File: src/rtl/tinyalu_pkg.sv
// Shared opcode encodings, FSM state type and the single-cycle ALU function
// used by the TinyALU responder.
package tinyalu_pkg;

    localparam logic [2:0] OP_NOP = 3'b000;
    localparam logic [2:0] OP_ADD = 3'b001;
    localparam logic [2:0] OP_AND = 3'b010;
    localparam logic [2:0] OP_XOR = 3'b011;
    localparam logic [2:0] OP_MUL = 3'b100;

    typedef enum logic [1:0] {
        ST_IDLE     = 2'd0,
        ST_BUSY     = 2'd1,
        ST_DONE     = 2'd2,
        ST_WAIT_LOW = 2'd3
    } tinyalu_state_t;

    function automatic logic is_fast_op(input logic [2:0] op);
        return (op == OP_ADD) || (op == OP_AND) || (op == OP_XOR);
    endfunction

    // Add keeps its carry in bit 8; the logic ops are zero-extended.
    function automatic logic [15:0] fast_result(input logic [7:0] a, input logic [7:0] b,
                                                input logic [2:0] op);
        case (op)
            OP_ADD:  return {7'b0, {1'b0, a} + {1'b0, b}};
            OP_AND:  return {8'h00, a & b};
            OP_XOR:  return {8'h00, a ^ b};
            default: return 16'h0000;
        endcase
    endfunction

endpackage

File: src/rtl/tinyalu_mul_pipe.sv
// Registered 8x8 unsigned multiplier with a matching valid shift register. The core's
// result register is the final stage, so LATENCY-1 stages live here.
module tinyalu_mul_pipe #(
    parameter int LATENCY = 3
) (
    input  logic        clk,
    input  logic        reset_n,
    input  logic        valid_in,
    input  logic [7:0]  a,
    input  logic [7:0]  b,
    output logic        valid_out,
    output logic [15:0] product
);

    if (LATENCY == 1) begin : g_comb
        assign valid_out = valid_in;
        assign product   = {8'h00, a} * {8'h00, b};
    end else begin : g_pipe
        localparam int STAGES = LATENCY - 1;

        logic [STAGES-1:0] valid_q, valid_d;
        logic [15:0]       prod_q [STAGES];
        logic [15:0]       prod_d [STAGES];

        always_comb begin
            valid_d[0] = valid_in;
            prod_d[0]  = {8'h00, a} * {8'h00, b};
            for (int i = 1; i < STAGES; i++) begin
                valid_d[i] = valid_q[i-1];
                prod_d[i]  = prod_q[i-1];
            end
        end

        // NOTE: data stages are reset along with valid so a reset leaves no stale product in the pipe.
        always_ff @(posedge clk or negedge reset_n) begin
            if (!reset_n) begin
                valid_q <= '0;
                for (int i = 0; i < STAGES; i++) prod_q[i] <= 16'h0000;
            end else begin
                valid_q <= valid_d;
                for (int i = 0; i < STAGES; i++) prod_q[i] <= prod_d[i];
            end
        end

        assign valid_out = valid_q[STAGES-1];
        assign product   = prod_q[STAGES-1];
    end

endmodule

File: src/rtl/tinyalu_core.sv
// TinyALU responder: captures a command on start, returns the result with a one-cycle done
// pulse and waits for start to fall before accepting another command.
module tinyalu_core
    import tinyalu_pkg::*;
#(
    parameter int MUL_LATENCY = 3
) (
    input  logic        clk,
    input  logic        reset_n,
    input  logic [7:0]  A,
    input  logic [7:0]  B,
    input  logic [2:0]  op,
    input  logic        start,
    output logic        done,
    output logic [15:0] result,
    output logic        illegal_op
);

    localparam int CNT_W = (MUL_LATENCY > 1) ? $clog2(MUL_LATENCY) : 1;

    tinyalu_state_t state_q, state_d;
    logic [CNT_W-1:0] cnt_q, cnt_d;
    logic [15:0]      result_q, result_d;
    logic             done_q, done_d;
    logic             illegal_q, illegal_d;
    logic             mul_start, mul_valid;
    logic [15:0]      mul_product;

    tinyalu_mul_pipe #(.LATENCY(MUL_LATENCY)) u_mul_pipe (
        .clk       (clk),
        .reset_n   (reset_n),
        .valid_in  (mul_start),
        .a         (A),
        .b         (B),
        .valid_out (mul_valid),
        .product   (mul_product)
    );

    // NOTE: every signal gets a default first so no path through the case can infer a latch.
    always_comb begin
        state_d   = state_q;
        cnt_d     = cnt_q;
        result_d  = result_q;
        illegal_d = 1'b0;
        mul_start = 1'b0;
        case (state_q)
            ST_IDLE: begin
                if (start) begin
                    if (is_fast_op(op)) begin
                        state_d  = ST_DONE;
                        result_d = fast_result(A, B, op);
                    end else if (op == OP_MUL) begin
                        mul_start = 1'b1;
                        if (MUL_LATENCY == 1) begin
                            state_d  = ST_DONE;
                            result_d = mul_product;
                        end else begin
                            state_d = ST_BUSY;
                            cnt_d   = CNT_W'(MUL_LATENCY - 1);
                        end
                    end else if (op != OP_NOP) begin
                        illegal_d = 1'b1;
                        state_d   = ST_WAIT_LOW;
                    end
                end
            end
            ST_BUSY: begin
                cnt_d = cnt_q - CNT_W'(1);
                if (mul_valid) begin
                    state_d  = ST_DONE;
                    result_d = mul_product;
                end
            end
            ST_DONE:     state_d = start ? ST_WAIT_LOW : ST_IDLE;
            ST_WAIT_LOW: if (!start) state_d = ST_IDLE;
            default:     state_d = ST_IDLE;
        endcase
        done_d = (state_d == ST_DONE);
    end

    // NOTE: non-blocking assignments so every flop samples the pre-edge value of its peers.
    always_ff @(posedge clk or negedge reset_n) begin
        if (!reset_n) begin
            state_q   <= ST_IDLE;
            cnt_q     <= '0;
            result_q  <= 16'h0000;
            done_q    <= 1'b0;
            illegal_q <= 1'b0;
        end else begin
            state_q   <= state_d;
            cnt_q     <= cnt_d;
            result_q  <= result_d;
            done_q    <= done_d;
            illegal_q <= illegal_d;
        end
    end

    // The pipe's valid must arrive exactly when the down-counter expires.
    a_mul_sync: assert property (@(posedge clk) disable iff (!reset_n)
        (state_q == ST_BUSY) |-> (mul_valid == (cnt_q == CNT_W'(1))));

    assign done       = done_q;
    assign result     = result_q;
    assign illegal_op = illegal_q;

endmodule

File: config.mk
export PLATFORM = sky130hd
export DESIGN_NAME = tinyalu_core
export DESIGN_NICKNAME = d
export VERILOG_FILES = /design/src/rtl/tinyalu_pkg.sv /design/src/rtl/tinyalu_mul_pipe.sv /design/src/rtl/tinyalu_core.sv
export SDC_FILE = /design/constraint.sdc
export NUM_CORES = 1
export LEC_CHECK = 0
export CAP_MARGIN = 30
export CORE_MARGIN = 2
export CORE_UTILIZATION = 59
export CTS_CLUSTER_SIZE = 10
export DETAILED_ROUTE_END_ITERATION = 12
export PLACE_DENSITY_LB_ADDON = 0.12
export SYNTH_ARGS = -nofsm -noshare
export SYNTH_HDL_FRONTEND = slang
export SYNTH_SLANG_ARGS = --single-unit
File: constraint.sdc
create_clock -name clk -period 1.7 [get_ports clk]
set_input_delay 0.34 -clock clk [delete_from_list [all_inputs] [get_ports clk]]
set_output_delay 0.34 -clock clk [all_outputs]
set_load 0.1 [all_outputs]
==> out/metrics.cfg <==
[clock_network]
hold_buffers=0
root_buffer=clkbuf_8
cts_buffer_depth=2
cts_buffers=5
cts_sinks=54
clk_pin_slew_ns=0.11
htree_levels=2
insertion_delay_ns=0.32
cts_tree=done

[sta]
drv_slew=0
period_needed_ns=3.86
fin_crit_sh_pct=227
max_slew_margin_pct=70.1
fmax_mhz=259
timing.final.ws_setup_ns=-2.16
timing_hold_violations_final=0
rsz0062_at_grt=true
finalSetupViolCount=22
hold_slack_ns=0.00428
finClkSkew_ns=0.0190
tightest_slew_ns=0.444

[finish]
drive_gt1_share_pct=43.6
stdcell_count=666
layout_commonest_cell=buf_4
n_fill_cell=292
final_cell_mix=buf_4 (77), dfrtp_1 (53), inv_1 (39)
fin_nets=669
syn_to_final_growth_pct=51.4

[floorplanning]
io_pins=40
die_h_um=89.2
die_area_um2=7950
dieWidth_um=89.2
start_util_pct=60.0
rows=31
design.core.area_um2=7140

[worst_setup_path]
startpoint_type=input pin
end_kind=flop
crit_type=input pin to flop
path_cells=buf_8, buf_6, and2_4, fa_2, fa_1, inv_1, fa_1, fa_1, inv_2, ha_4, buf_6, buf_6, o21ai_4, o211ai_1, nand2_1, buf_4, xnor2_1
worstPathMaxFanout=5
critPathArrivalTime_ns=4.08
crit_path_start=B[2]
critPathSlowestCell=fa_1
required_ns=1.92
slowest_delay_ns=0.52
r2r-start=state_q[0]$_DFF_PN0_

[power]
p_sw_share_pct=47.8
clock_power_share_pct=7.3
ir_drop_v=0.000676
power_frac_comb_pct=69.8
pwr-share-seq_pct=22.9
power.internal_uw=5030
power.leakage_uw=0.00318
p_per_area_nw_per_um2=1490
p_sw_uw=4610

[placement]
gp_congestion=0.865
portBuffers=39
dp_cells=636
dp_hpwl_um=9000

[logic_synthesis]
synthFlopType=dfrtp_1
ys_top_cells_by_area=dfrtp_1 (32%), fa_1 (17%), ha_1 (13%), and2_1 (6.6%), inv_1 (4.7%)
syn_avg_cell_area_um2=10.0
synth-edff-count=0
synth_async_sr_flop_share_pct=100
syn_area_um2=4280
synth-seq-area-share_pct=31.6
synth_cell_types=51
synth_warnings=0
synthCells=428
ys_seq_elements=54
synth_top_area_cell=dfrtp_1
synth_nets=531
synth.top_cell.area_share_pct=31.6

[detailed_routing]
drtPass1Iterations=5
drt_iter0_markers=332
drc_errors=0
drt_wl_total_um=15700
drtAntennaViolNets=0
post_drt_wl_per_cell_um=23.6
dr_total_vias=4132
vias_per_cell=6.20

[global_route]
overflow=0
grt_pass1_wl_um=20100
grt_max_degree=55
antenna_found_initial=1
grt_usage_pct=33.7
grt_pass1_vias=4121

[outcome]
status=complete, but fails checks
violations=negative setup slack

[run]
maxCapViolations=0

[min_path]
hp-class=input pin to async pin

## area by class of cell
cell class	instances	area, um2	share of cell area [%]
inverter	55	211	3.26
multi-input combinational	309	3230	49.8
clock buffer	6	72.6	1.12
clock inverter	1	7.51	0.116
sequential	54	1350	20.9
timing repair buffer	141	1480	22.9
tap	99	124	1.91
antenna	1	2.50	0.0386
## cell usage after synthesis (5+ instances only)
library cell  instances
dfrtp_1              54
inv_1                54
and2_1               45
ha_1                 44
fa_1                 37
nand2_1              36
nor2_1               21
a21oi_1              15
a21o_1               11
o21ai_0              10
nand3_1               9
xnor2_1               9
a221oi_1              7
nor3_1                6
and3_1                5
o211ai_1              5
o21a_1                5
## sequential cells by signal, summed over array words and instances, names as in the netlist
name	count
done	1
illegal_op	1
result	16
state_q	2
u_mul_pipe.g_pipe.prod_d	16
u_mul_pipe.g_pipe.valid_q	2
u_mul_pipe.product	16
## power groups by stage
stage / Sequential (uW) / Combinational (uW) / Clock, uW
2_1_floorplan: 3230 / 2320 / 0
3_3_place_gp: 2100 / 5340 / 0
3_5_place_dp: 2140 / 5530 / 0
4_1_cts: 2130 / 6020 / 680
5_1_grt: 2230 / 7050 / 741
6_report: 2210 / 6730 / 705
## final timing paths
check / endpoint / slack [ns] / cells past startpoint
setup reg to reg: result[4]$_DFFE_PN0P_ / -0.12 / 6
hold reg to reg: u_mul_pipe.product[12]$_DFF_PN0_ / 0.36 / 0
hold / removal: u_mul_pipe.product[4]$_DFF_PN0_ / 0.004 / 2
min in group clk: u_mul_pipe.product[12]$_DFF_PN0_ / 0.36 / 0
setup / recovery: u_mul_pipe.g_pipe.prod_d[10]$_DFF_PN0_ / -2.16 / 17
max in group asynchronous: state_q[0]$_DFF_PN0_ / 1.43 / 2
## logic make-up (layout without fill, tap and decap cells)
kind of cell,after synthesis,in the layout,share of synthesized area [%]
and+or+nand+nor,141,141,17.2
adders and majority gates,81,81,30.2
AOI/OAI and AO/OA,74,74,12.4
buffers and inverters,65,203,5.93
DFF,54,54,31.6
xor gates and xnor gates,11,11,2.25
muxes,2,2,0.497
other,0,1,0
## stage by stage
step	setup WS (ns)	TNS, ns	power (uW)	util, %	area (um2)
2_1_floorplan	-2.13	-19.10	5550	-	4510
3_3_place_gp	-2.82	-40.66	7440	80.9	5770
3_5_place_dp	-2.98	-44.41	7680	80.9	5770
6_report	-2.16	-25.07	9640	90.8	6480
5_1_grt	-2.23	-25.94	10000	90.8	6480
4_1_cts	-2.25	-22.91	8830	87.5	6240
## critical path, delay by kind of cell
kind	cells	cell delay, ns
adder cells (fa/ha/maj)	5	2.17
AO/OA/AOI/OAI	2	0.34
buffers and inverters	7	0.71
XOR/XNOR	1	0.21
AND/OR/NAND/NOR	2	0.31
## per-layer routing
metal | track usage, % | share of wire (%)
met5 | 0 | 0
met1 | 38.8 | 35
met4 | 16.8 | 8.1
met3 | 3.51 | 5.2
met2 | 61.8 | 52
## what timing repair did
item / 4_1_cts / 5_1_grt
buffers inserted: 18 / 8
resized for setup: 137 / 60
pin swaps: 50 / 47
endpoints found under the setup margin: 31 / 27
No activity file was read; power rests on OpenSTA's default activity.
